**src/rtl/cga_pkg.sv**
```systemverilog
// cga_pkg: shared FSM encoding, default decode bases and VRAM address width
// for the CGA ISA front end.
package cga_pkg;

    typedef enum logic [1:0] {
        IDLE      = 2'd0,
        REQ       = 2'd1,
        WAIT_DATA = 2'd2,
        DONE      = 2'd3
    } isa_state_e;

    localparam logic [19:0] MEM_BASE_DEF = 20'hB8000;
    localparam logic [9:0]  IO_BASE_DEF  = 10'h3D0;
    localparam int          VRAM_AW      = 14;

endpackage

```
**src/rtl/isa_strobe_sync.sv**
```systemverilog
// isa_strobe_sync: STAGES-deep synchroniser for one active-low ISA strobe,
// with a single-cycle pulse on the falling edge of the synchronised level.
module isa_strobe_sync #(
    parameter int STAGES = 2
) (
    input  logic clk,
    input  logic rst_n,
    input  logic strobe_l_i,
    output logic level_o,
    output logic fall_o
);

    logic [STAGES-1:0] sync_q;
    logic              prev_q;

    always_ff @(posedge clk or negedge rst_n) begin
        if (!rst_n) begin
            sync_q <= '1;
            prev_q <= 1'b1;
        end else begin
            sync_q <= {sync_q[STAGES-2:0], strobe_l_i};
            prev_q <= sync_q[STAGES-1];
        end
    end

    assign level_o = sync_q[STAGES-1];
    assign fall_o  = prev_q & ~sync_q[STAGES-1];

endmodule

```
**src/rtl/cga_isa_slave.sv**
```systemverilog
// cga_isa_slave: ISA bus front end of the CGA card (VRAM window + 3Dx I/O).
// Define WAIT_TIMEOUT_EN to bound VRAM wait states to TIMEOUT_CYCLES.
module cga_isa_slave
    import cga_pkg::*;
#(
    parameter logic [19:0] MEM_BASE       = MEM_BASE_DEF,
    parameter logic [9:0]  IO_BASE        = IO_BASE_DEF,
    parameter int          SYNC_STAGES    = 2,
    parameter int          TIMEOUT_CYCLES = 31
) (
    input  logic               clk,
    input  logic               reset_l,
    input  logic [19:0]        bus_a,
    input  logic               bus_aen,
    input  logic               bus_ior_l,
    input  logic               bus_iow_l,
    input  logic               bus_memr_l,
    input  logic               bus_memw_l,
    input  logic [7:0]         bus_d_in,
    output logic [7:0]         bus_d_out,
    output logic               bus_d_oe,
    output logic               bus_rdy,
    output logic               vram_req,
    output logic               vram_we,
    output logic [VRAM_AW-1:0] vram_addr,
    output logic [7:0]         vram_wdata,
    input  logic               vram_grant,
    input  logic [7:0]         vram_rdata,
    output logic               io_wr,
    output logic               io_rd,
    output logic [3:0]         io_addr,
    output logic [7:0]         io_wdata,
    input  logic [7:0]         io_rdata
);

`ifdef WAIT_TIMEOUT_EN
    localparam bit TMO_EN = 1'b1;
`else
    localparam bit TMO_EN = 1'b0;
`endif
    localparam int TW = $clog2(TIMEOUT_CYCLES + 1);

    // strobe index: 0 ior, 1 iow, 2 memr, 3 memw
    logic [3:0] strb_l, lvl, fall;
    assign strb_l = {bus_memw_l, bus_memr_l, bus_iow_l, bus_ior_l};

    for (genvar g = 0; g < 4; g++) begin : g_sync
        isa_strobe_sync #(.STAGES(SYNC_STAGES)) u_sync (
            .clk        (clk),
            .rst_n      (reset_l),
            .strobe_l_i (strb_l[g]),
            .level_o    (lvl[g]),
            .fall_o     (fall[g])
        );
    end

    isa_state_e         state_q, state_d;
    logic [VRAM_AW-1:0] addr_q, addr_d;
    logic               we_q, we_d;
    logic [7:0]         wdata_q, wdata_d, rdata_q, rdata_d;
    logic               io_wr_q, io_wr_d, io_rd_q, io_rd_d;
    logic [3:0]         io_addr_q, io_addr_d;
    logic [7:0]         io_wdata_q, io_wdata_d;
    logic [TW-1:0]      tmo_q, tmo_d;

    logic mem_hit, io_hit, mem_start, mem_up, tmo_hit;
    assign mem_hit   = bus_a[19:14] == MEM_BASE[19:14];
    assign io_hit    = !bus_aen && bus_a[9:4] == IO_BASE[9:4];
    assign mem_start = (fall[2] | fall[3]) & mem_hit;
    assign mem_up    = we_q ? lvl[3] : lvl[2];
    assign tmo_hit   = TMO_EN && tmo_q == TW'(TIMEOUT_CYCLES - 1);

    always_comb begin
        state_d    = state_q;
        addr_d     = addr_q;
        we_d       = we_q;
        wdata_d    = wdata_q;
        rdata_d    = rdata_q;
        io_wr_d    = 1'b0;
        io_rd_d    = io_rd_q & ~lvl[0];
        io_addr_d  = io_addr_q;
        io_wdata_d = io_wdata_q;
        tmo_d      = '0;
        unique case (state_q)
            IDLE: begin
                if (mem_start) begin
                    addr_d  = bus_a[VRAM_AW-1:0];
                    we_d    = fall[3];
                    wdata_d = bus_d_in;
                    state_d = REQ;
                end else if (fall[1] && io_hit) begin
                    io_wr_d    = 1'b1;
                    io_addr_d  = bus_a[3:0];
                    io_wdata_d = bus_d_in;
                // an I/O read overlapping an I/O write is malformed; keep the pad off
                end else if (fall[0] && lvl[1] && io_hit) begin
                    io_rd_d   = 1'b1;
                    io_addr_d = bus_a[3:0];
                end
            end
            REQ: begin
                tmo_d = tmo_q + TW'(1);
                if (vram_grant) begin
                    state_d = we_q ? DONE : WAIT_DATA;
                end else if (mem_up) begin
                    state_d = IDLE;
                end else if (tmo_hit) begin
                    state_d = DONE;
                    rdata_d = 8'hFF;
                end
            end
            WAIT_DATA: begin
                rdata_d = vram_rdata;
                state_d = DONE;
            end
            DONE: state_d = mem_up ? IDLE : DONE;
            default: state_d = IDLE;
        endcase
    end

    always_ff @(posedge clk or negedge reset_l) begin
        if (!reset_l) begin
            state_q    <= IDLE;
            addr_q     <= '0;
            we_q       <= 1'b0;
            wdata_q    <= '0;
            rdata_q    <= '0;
            io_wr_q    <= 1'b0;
            io_rd_q    <= 1'b0;
            io_addr_q  <= '0;
            io_wdata_q <= '0;
            tmo_q      <= '0;
        end else begin
            state_q    <= state_d;
            addr_q     <= addr_d;
            we_q       <= we_d;
            wdata_q    <= wdata_d;
            rdata_q    <= rdata_d;
            io_wr_q    <= io_wr_d;
            io_rd_q    <= io_rd_d;
            io_addr_q  <= io_addr_d;
            io_wdata_q <= io_wdata_d;
            tmo_q      <= tmo_d;
        end
    end

    assign vram_req   = state_q == REQ;
    assign bus_rdy    = !(state_q == REQ || state_q == WAIT_DATA);
    assign bus_d_oe   = io_rd_q | (state_q == DONE && !we_q && !lvl[2]);
    assign bus_d_out  = io_rd_q ? io_rdata : rdata_q;
    assign vram_we    = we_q;
    assign vram_addr  = addr_q;
    assign vram_wdata = wdata_q;
    assign io_wr      = io_wr_q;
    assign io_rd      = io_rd_q;
    assign io_addr    = io_addr_q;
    assign io_wdata   = io_wdata_q;

endmodule

```
**config.mk**
```make
export PLATFORM = sky130hd
export DESIGN_NAME = cga_isa_slave
export DESIGN_NICKNAME = d
export VERILOG_FILES = /design/src/rtl/cga_pkg.sv /design/src/rtl/isa_strobe_sync.sv /design/src/rtl/cga_isa_slave.sv
export SDC_FILE = /design/constraint.sdc
export NUM_CORES = 1
export LEC_CHECK = 0
export CELL_PAD_IN_SITES_DETAIL_PLACEMENT = 1
export CELL_PAD_IN_SITES_GLOBAL_PLACEMENT = 1
export CORE_MARGIN = 2
export CORE_UTILIZATION = 37
export DETAILED_ROUTE_END_ITERATION = 10
export PLACE_DENSITY = 0.94
export SYNTH_ARGS = -nofsm -noshare
export SYNTH_HDL_FRONTEND = slang
export SYNTH_SLANG_ARGS = --single-unit
```
**constraint.sdc**
```tcl
create_clock -name clk -period 4.35 [get_ports clk]
set_clock_uncertainty 0.15 [all_clocks]
set_input_delay 0.87 -clock clk [delete_from_list [all_inputs] [get_ports clk]]
set_output_delay 0.87 -clock clk [all_outputs]
set_load 0.005 [all_outputs]
```
==> run metrics <==
crit path capture type=output pin; layout cells sized above 1=32.3%; worst hold slack=0.206 ns; CTS tree=built; Final Cycle Share=between 60% and 70%; Flop pwr share=41.2%; CP arrival=2.01 ns; Yosys Warn Count=0; sequential element share of the synthesized area=between 60% and 70%; required time of the critical path=3.33 ns; global-route usage over all layers=between 10% and 20%; first-pass GRT wire length=around 10 mm; number of global-route vias before repair=~1,900; final worst slack=1.32 ns; Mapped Avg Cell Area=about 16 um2; reg2reg start=g_sync[3].u_sync.sync_q[1]$_DFF_PN1_; Gate Count Post-Synth=between 150 and 200; dpl ws=about 1.1 ns; Post-CTS Hold Fix Bufs=0; drt total wl=6.14 mm; Layout Nets=314; status=completed; Max Cap Viol=0; remaining global-route overflow=0; Placer Congestion=0.727; Root Driver=clkbuf_8; worst-path maximum fanout=1; initial DRC count=34; RSZ-0062 raised after global routing=no; count of cell types in the netlist=30; Vias=between 1,500 and 2,000; hold path startpoint=g_sync[1].u_sync.sync_q[0]$_DFF_PN1_; Mapped Nets=207; Die H=roughly 86 um; most frequent cells in the layout=98 x clkdlybuf4s50_1, 47 x dfrtp_1, 31 x mux2_2; worst hold path cell count=0; Max-Slew Margin vs Limit=between 40 and 50%; core footprint=6390 um2; wire per inst=18.1 um; Main synth FF type=dfrtp_1; Syn Std Cell Area=around 2500 um2; Vias per Instance=4.84; Fin Setup TNS=0 ns; Worst Reg-to-Reg Cells=5; synthesis-stage register bit count=between 50 and 60; hold path endpoint=g_sync[1].u_sync.sync_q[1]$_DFF_PN1_; Max Slew Vio Count=0; # rows=29; starting density of the core=38.6%; Layout area overhead=50.0%; Tightest Hold Check Type=flip-flop to flip-flop; Post-CTS Setup Repair Bufs=0; Clock Latency Late Sink=0.32 ns; IO Port Bufs=99; Final HPWL DP=4.60 mm; DIE AREA=7330 um2; Clk pwr share=29.3%; P_sw=between 0.4 and 0.5 mW; Critical Path Source Type=input port; worst r2r dst=vram_addr[11]$_DFFE_PN0P_; Final ANT Viol Nets=0; commonest non-fill, non-tap cell in the layout=clkdlybuf4s50_1; Post-route DRC=0; async set-reset flop share out of synthesis=100%; Pwr Density=around 450 nW/um2; clock tree buffer depth=2; total clock sinks=a little under 60; Fmax=330 MHz; Crit Path Class=input port to output pin; drt pass-1 iters=4; worst reg-to-reg setup slack=roughly 1.9 ns; CTS resizes=0; number of antenna diodes=0; Cells after DPL=roughly 320; fin cells=340; Post-synth EDFFs=0; chip width=85.6 um; CTS Buf Count=9; H-tree depth=3; Least-Margin Pin Slew=a little under 0.9 ns; clock period minus worst slack=about 3 ns; internal power=between 1 and 1.5 mW; final hold vios=0; Static Leak=around 1.7 nW; setup violators final=0; pin count of the biggest net entering global routing=39; Combinational Power Share=just under 30%; Reg clk slew, reported paths=about 0.060 ns; peak supply drop=around 280 uV; initial antenna violation count=0; I/O pin count=100; Sw Ratio=between 20% and 30%
sequential cells by signal, indices dropped and copies added (netlist names):
signal                count
g_sync.u_sync.prev_q      4
g_sync.u_sync.sync_q      8
io_addr                   4
io_rd                     1
io_wdata                  8
io_wr                     1
rdata_q                   8
state_q                   2
vram_addr                14
vram_wdata                8
vram_we                   1
worst max-delay path by stage:
| stage | start | end | slack, ns | cells after the start |
|---|---|---|---|---|
| after floorplan | bus_a[14] | vram_addr[0]$_DFFE_PN0P_ | 2.02 | 6 |
| after global placement | bus_a[14] | vram_addr[10]$_DFFE_PN0P_ | 1.17 | 6 |
| after detailed placement | bus_a[14] | vram_addr[12]$_DFFE_PN0P_ | 1.11 | 6 |
| after CTS | io_rdata[1] | bus_d_out[1] | 1.31 | 3 |
| after global routing | io_rdata[1] | bus_d_out[1] | 1.29 | 3 |
| final | io_rdata[1] | bus_d_out[1] | 1.32 | 3 |
metal layers:
metal  track usage, %  vias to the layer above  routed length [um]
met2             32.0                       50                3420
met4             8.08                        0                  70
met5                0                        -                   0
met3             5.10                        6                 353
li1                 -                      748                   -
met1             19.4                      842                2300
metrics by stage:
| step | cell area [um2] | total power, mW | util (%) |
|---|---|---|---|
| 5_1_grt | 3700 | 1.77 | 57.9 |
| 3_5_place_dp | 3500 | 1.21 | 54.9 |
| 6_report | 3700 | 1.68 | 57.9 |
| 2_1_floorplan | 2470 | 0.914 | - |
| 4_1_cts | 3700 | 1.71 | 57.9 |
| 3_3_place_gp | 3500 | 1.17 | 54.9 |
cell type report:
| class | count | area (um2) |
|---|---|---|
| Sequential cell | 59 | 1490 |
| Clock buffer | 11 | 141 |
| Multi-Input combinational cell | 81 | 893 |
| Tap cell | 77 | 96.3 |
| Inverter | 6 | 22.5 |
| Timing Repair Buffer | 101 | 1000 |
| Fill cell | 646 | 2690 |
| Clock inverter | 5 | 52.6 |
critical path, cell delays in order:
cell and delay (ns):
clkdlybuf4s50_1 0.41, mux2_2 0.28, clkdlybuf4s50_1 0.44
cell families (layout without fill, tap and decap cells):
kind of cell	after synthesis	after routing	share of synthesized area (%)
mux	52	52	26.7
flops	59	59	60.5
compound gates	9	9	2.99
simple gates	16	16	4.46
fa+ha+maj	4	4	2.03
buf+inv	11	123	3.30
Yosys cell counts, types with 2 or more instances:
library cell,n,area [um2]
a21oi_1,2,10.0
buf_12,2,40.0
clkbuf_1,2,7.51
dfrtp_1,47,1180
dfstp_2,12,315
ha_1,4,50.1
inv_1,6,22.5
mux2_2,31,349
mux2_4,20,300
nand2_1,2,7.51
nor2_1,3,11.3
nor2b_1,2,12.5
power groups by stage:
stage	clock network [mW]	registers, mW	logic (mW)
3_3_place_gp	0	0.699	0.476
2_1_floorplan	0	0.692	0.222
6_report	0.493	0.693	0.496
5_1_grt	0.531	0.705	0.535
3_5_place_dp	0	0.704	0.501
4_1_cts	0.510	0.695	0.505
Power figures use the tool's default switching activity.
